## src/rtl/seg7_scan_decoder.sv

```systemverilog
// Recovers hex digits from a time-multiplexed active-low 7-segment bus.
// Each digit is captured once per stable dwell and classified as legal, blank or illegal.
module seg7_scan_decoder #(
    parameter int NUM_DIGITS    = 8,
    parameter int STABLE_CYCLES = 4
) (
    input  logic                    clk,
    input  logic                    rst_n,
    input  logic [6:0]              seg_n,
    input  logic [NUM_DIGITS-1:0]   an_n,
    output logic [4*NUM_DIGITS-1:0] digits,
    output logic [NUM_DIGITS-1:0]   digit_valid,
    output logic [NUM_DIGITS-1:0]   digit_blank,
    output logic [NUM_DIGITS-1:0]   pattern_err,
    output logic                    anode_err,
    output logic                    frame_done
);
    localparam int CW = $clog2(STABLE_CYCLES + 1);
    localparam logic [CW-1:0] CNT_MAX = CW'(STABLE_CYCLES);
    localparam logic [CW-1:0] CNT_ARM = CW'(STABLE_CYCLES - 1);

    logic [6:0]              s_seg_reg, p_seg_reg;
    logic [NUM_DIGITS-1:0]   s_an_reg, p_an_reg;
    logic [CW-1:0]           cnt_reg, cnt_next;
    logic [NUM_DIGITS-1:0]   mask_reg, mask_next, mask_set;
    logic [4*NUM_DIGITS-1:0] digits_reg, digits_next;
    logic [NUM_DIGITS-1:0]   valid_reg, valid_next;
    logic [NUM_DIGITS-1:0]   blank_reg, blank_next;
    logic [NUM_DIGITS-1:0]   perr_reg, perr_next;
    logic                    anode_err_reg, frame_done_reg;

    logic [NUM_DIGITS-1:0]   sel, sel_cap;
    logic                    one_hot, none_active, multi_active, same, capture, frame_hit;
    logic [3:0]              dec_value;
    logic                    dec_legal, dec_blank;

    assign sel          = ~s_an_reg;
    assign one_hot      = $onehot(sel);
    assign none_active  = (sel == '0);
    assign multi_active = !one_hot && !none_active;
    assign same         = (s_seg_reg == p_seg_reg) && (s_an_reg == p_an_reg);
    // Firing only on the STABLE-1 -> STABLE step makes a long dwell capture exactly once.
    assign capture      = one_hot && same && (cnt_reg == CNT_ARM);
    assign sel_cap      = capture ? sel : '0;

    always_comb begin
        cnt_next = '0;
        if (one_hot) begin
            if (same)
                cnt_next = (cnt_reg == CNT_MAX) ? CNT_MAX : cnt_reg + CW'(1);
            else
                cnt_next = CW'(1);
        end
    end

    always_comb begin
        dec_value = 4'h0;
        dec_legal = 1'b1;
        dec_blank = 1'b0;
        case (s_seg_reg)
            7'b0000001: dec_value = 4'h0;
            7'b1001111: dec_value = 4'h1;
            7'b0010010: dec_value = 4'h2;
            7'b0000110: dec_value = 4'h3;
            7'b1001100: dec_value = 4'h4;
            7'b0100100: dec_value = 4'h5;
            7'b0100000: dec_value = 4'h6;
            7'b0001111: dec_value = 4'h7;
            7'b0000000: dec_value = 4'h8;
            7'b0000100: dec_value = 4'h9;
            7'b0001000: dec_value = 4'hA;
            7'b1100000: dec_value = 4'hB;
            7'b0110001: dec_value = 4'hC;
            7'b1000010: dec_value = 4'hD;
            7'b0110000: dec_value = 4'hE;
            7'b0111000: dec_value = 4'hF;
            7'b1111111: begin
                dec_legal = 1'b0;
                dec_blank = 1'b1;
            end
            default:    dec_legal = 1'b0;
        endcase
    end

    // The mask clears on the very capture that completes the frame.
    assign mask_set  = mask_reg | sel;
    assign frame_hit = capture && (&mask_set);

    always_comb begin
        mask_next = mask_reg;
        if (capture)
            mask_next = frame_hit ? '0 : mask_set;
    end

    generate
        for (genvar gi = 0; gi < NUM_DIGITS; gi++) begin : g_digit
            assign digits_next[4*gi +: 4] = (sel_cap[gi] && dec_legal) ? dec_value
                                                                        : digits_reg[4*gi +: 4];
            assign valid_next[gi] = sel_cap[gi] ? dec_legal : valid_reg[gi];
            assign blank_next[gi] = sel_cap[gi] ? dec_blank : blank_reg[gi];
            assign perr_next[gi]  = sel_cap[gi] ? (!dec_legal && !dec_blank) : perr_reg[gi];
        end
    endgenerate

    always_ff @(posedge clk) begin
        if (!rst_n) begin
            s_seg_reg      <= 7'b1111111;
            p_seg_reg      <= 7'b1111111;
            s_an_reg       <= '1;
            p_an_reg       <= '1;
            cnt_reg        <= '0;
            mask_reg       <= '0;
            digits_reg     <= '0;
            valid_reg      <= '0;
            blank_reg      <= '0;
            perr_reg       <= '0;
            anode_err_reg  <= 1'b0;
            frame_done_reg <= 1'b0;
        end else begin
            s_seg_reg      <= seg_n;
            s_an_reg       <= an_n;
            p_seg_reg      <= s_seg_reg;
            p_an_reg       <= s_an_reg;
            cnt_reg        <= cnt_next;
            mask_reg       <= mask_next;
            digits_reg     <= digits_next;
            valid_reg      <= valid_next;
            blank_reg      <= blank_next;
            perr_reg       <= perr_next;
            anode_err_reg  <= multi_active;
            frame_done_reg <= frame_hit;
        end
    end

    assign digits      = digits_reg;
    assign digit_valid = valid_reg;
    assign digit_blank = blank_reg;
    assign pattern_err = perr_reg;
    assign anode_err   = anode_err_reg;
    assign frame_done  = frame_done_reg;
endmodule

```

## config.mk

```make
export PLATFORM = sky130hd
export DESIGN_NAME = seg7_scan_decoder
export DESIGN_NICKNAME = d
export VERILOG_FILES = /design/src/rtl/seg7_scan_decoder.sv
export SDC_FILE = /design/constraint.sdc
export NUM_CORES = 1
export LEC_CHECK = 0
export CORE_ASPECT_RATIO = 0.5
export CORE_MARGIN = 2
export CORE_UTILIZATION = 53
export CTS_CLUSTER_SIZE = 10
export DETAILED_ROUTE_END_ITERATION = 12
export PLACE_DENSITY = 0.8
export SYNTH_ARGS = -nofsm -noshare
export SYNTH_HDL_FRONTEND = slang
export SYNTH_SLANG_ARGS = --single-unit
```

## constraint.sdc

```tcl
create_clock -name clk -period 6 [get_ports clk]
set_clock_uncertainty 0.1 [all_clocks]
set_input_delay 1.2 -clock clk [delete_from_list [all_inputs] [get_ports clk]]
set_output_delay 1.2 -clock clk [all_outputs]
set_load 0.02 [all_outputs]
```

==> results by group <==
Outcome
  – Run status: complete, no violations

STA
  – Slew Limit Fails: 0
  – Final Hold Fails: 0
  – Unrepaired setup endpoints after global routing: no
  – Max_slew headroom: 36.5%
  – Final worst setup slack: 1.03 ns
  – Fin crit period: 4.97 ns
  – Pin slew with the least headroom to its limit: 0.947 ns
  – Final setup TNS: 0 ns
  – Max Clk Rate: 201 MHz
  – Fin crit share: 82.9%
  – Endpoints failing setup: 0

Floorplan
  – Die Ht: 68.4 µm
  – Initial Util: 54.8%
  – Top Ports: 75
  – Die ar.: 9090 µm²
  – Row count: 23
  – Die width: 133 µm
  – Area of the core: 8030 µm²

Setup path
  – Max incr delay on CP: 0.69 ns
  – Critical path type: reg2reg
  – Crit path required time: 6.15 ns
  – Worst setup SP type: flip-flop
  – Most used cell, CP: fa_1
  – CP delay by family, top: adder cells
  – Worst R2R Path Depth: 13
  – CP Cell Sequence: fa_1 -> inv_1 -> fa_1 -> fa_1 -> ha_1 -> inv_1 -> fa_1 -> a211oi_1 -> mux2_2 -> nand3_2 -> nor4_4 -> o21ai_2 -> mux2_1
  – CP max stage cell: nor4_4
  – Endpoint class of the critical path: flip-flop
  – Worst Path Buf+Inv: 2
  – Crit path DAT: 5.12 ns
  – CP Depth: 13
  – Critical-path maximum fanout: 17

Clocking
  – Post-CTS Setup Inserts: 0
  – Clock-pin slew on the worst setup and hold paths: 0.07 ns
  – CTS tree: yes
  – Num CTS Buffers: 9
  – Skew-Pair Late Insertion Delay: 0.36 ns
  – Clock Tree Root: clkbuf_16
  – Post-CTS Hold Buffers: 0
  – CTS H-tree depth: 3
  – Post-CTS sizing: 0
  – CTS Buffer Depth: 2
  – Clock Sinks: 99

Drt
  – DR WL/cell: 16.2 µm
  – Pre-Repair DR Iteration Count: 5
  – Vias: 3428
  – First DRT Iteration DRCs: 326
  – Average via count per standard cell: 5.42
  – DRC: 0
  – Final WL: 10200 µm
  – Antenna-violating nets left: 0

Final layout
  – Proportion of layout cells with a drive suffix above 1: 9.60%
  – Final antenna diode count: 0
  – Max reg flops: 32
  – Cell area after layout: 5460 µm²
  – # fillers: 626
  – P&R area growth vs syn: 24.2%
  – Fin util: 68.0%
  – NumNets Final: 544

Global routing
  – Vias in the first global route: 3248
  – Total GRT Usage: 24.3%
  – Largest net degree at the start of global routing: 88
  – First-pass GRT wire length: 16700 µm
  – Total grt overflow: 0
  – Antenna violations before repair: 0

Power
  – Total power: 1.41 mW
  – VDD IR max: 0.174 mV
  – Leakage: 1.96 nW
  – Power Density: 257 nW/µm²

Worst hold path
  – Hold Path Class: reg2reg
  – Hold path cells: 2

Place
  – DP HPWL: 7180 µm
  – Placement Cell Area: 5160 µm²
  – GPL Wtd Cong: 0.891
  – Dpl ws: 1.06 ns
  – Port bufs: 74

Job
  – Max cap viols: 0

Synth
  – Syn Nets: 481
  – Seq cells post-synth: 99
  – Number of synthesis warnings: 0
  – Ys async rst share: 0%
  – Cells after synthesis: 453
  – Post-synth EDFFs: 0
  – Top FF cell, synth: dfxtp_1
  – Unique masters post-synth: 58
  – Avg Cell Area, Syn: 9.71 µm²
  – Sequential fraction of the synthesis area: 45.1%
  – Mapped Area: 4400 µm²
[final timing paths]
path                                                 to  slack (ns)                    from
worst max-delay path            digits[18]$_SDFFE_PN0P_        1.03  s_an_reg[0]$_SDFF_PN1_
worst min-delay path             digits[0]$_SDFFE_PN0P_        0.35  digits[0]$_SDFFE_PN0P_
worst max register to register  digits[18]$_SDFFE_PN0P_        1.03  s_an_reg[0]$_SDFF_PN1_
worst min register to register   digits[0]$_SDFFE_PN0P_        0.35  digits[0]$_SDFFE_PN0P_
[per-layer routing]
metal / GRT usage [%] / wire length (µm)
met1: 32.8 / 5020
met2: 38.5 / 4450
met3: 6.74 / 679
met4: 7.12 / 97
met5: 0 / 0
[Yosys cell counts, types with 7 or more instances]
cell | instances | area, µm²
dfxtp_1 | 99 | 1980
ha_1 | 7 | 87.6
o22ai_1 | 10 | 62.6
inv_1 | 18 | 67.6
o21ai_0 | 20 | 100
nor4_4 | 11 | 234
nand2_1 | 78 | 293
xor2_1 | 12 | 105
nor2_1 | 17 | 63.8
nand2b_1 | 28 | 175
clkbuf_1 | 15 | 56.3
o21a_1 | 15 | 113
mux2i_1 | 8 | 80.1
nor2b_1 | 10 | 62.6
[final cells by class]
type                    count  area, µm²  share of cell area [%]
inverters                  18       67.6                    1.24
clock buffers               9        225                    4.12
flip-flops and latches     99       1980                    36.3
clock inverters             7       73.8                    1.35
repair buffers             76        751                    13.7
multi-input cells         312       2220                    40.7
well taps                 112        140                    2.57
[power breakdown]
| part | total [mW] | switching (mW) | internal [mW] |
|---|---|---|---|
| registers | 0.686 | 0.0164 | 0.670 |
| logic | 0.135 | 0.0906 | 0.0441 |
| clock network | 0.585 | 0.259 | 0.326 |
| total | 1.41 | 0.366 | 1.04 |
[kinds of logic after synthesis]
kind of cell	synth area share, %
buffers and inverters	4.44
adder cells (fa/ha/maj)	3.81
XOR/XNOR	3.19
multiplexers	3.61
AND/OR/NAND/NOR	25.8
flip-flops	45.1
AO/OA/AOI/OAI	14.1
[layout by cell type, fill, tap and decap left out, types with 5 or more instances in the layout]
cell,count
clkbuf_16,9
nor4_4,11
ha_1,7
inv_1,18
nor2b_1,10
dfxtp_1,99
mux2_1,6
a21oi_1,5
nor4_2,5
xor2_1,12
and2_1,6
o22ai_1,10
clkdlybuf4s50_1,73
nand2b_1,28
nor2_1,17
o21a_1,15
o2bb2ai_1,6
a21boi_2,5
mux2i_1,8
o21ai_0,20
nand2_1,78
[metrics by stage]
stage | hold slack, ns | instances
3_5_place_dp | 0.345 | 617
2_1_floorplan | 0.335 | 453
5_1_grt | 0.371 | 633
6_report | 0.352 | 633
4_1_cts | 0.355 | 633
3_3_place_gp | 0.341 | 617
[worst reg2reg max path, cell delays in order, from the launching register on]
cell	delay (ns)
dfxtp_1	0.39
fa_1	0.56
inv_1	0.05
fa_1	0.45
fa_1	0.50
ha_1	0.18
inv_1	0.06
fa_1	0.37
a211oi_1	0.21
mux2_2	0.19
nand3_2	0.56
nor4_4	0.69
o21ai_2	0.20
mux2_1	0.35
Note: power is estimated with default switching activity, not from simulation.
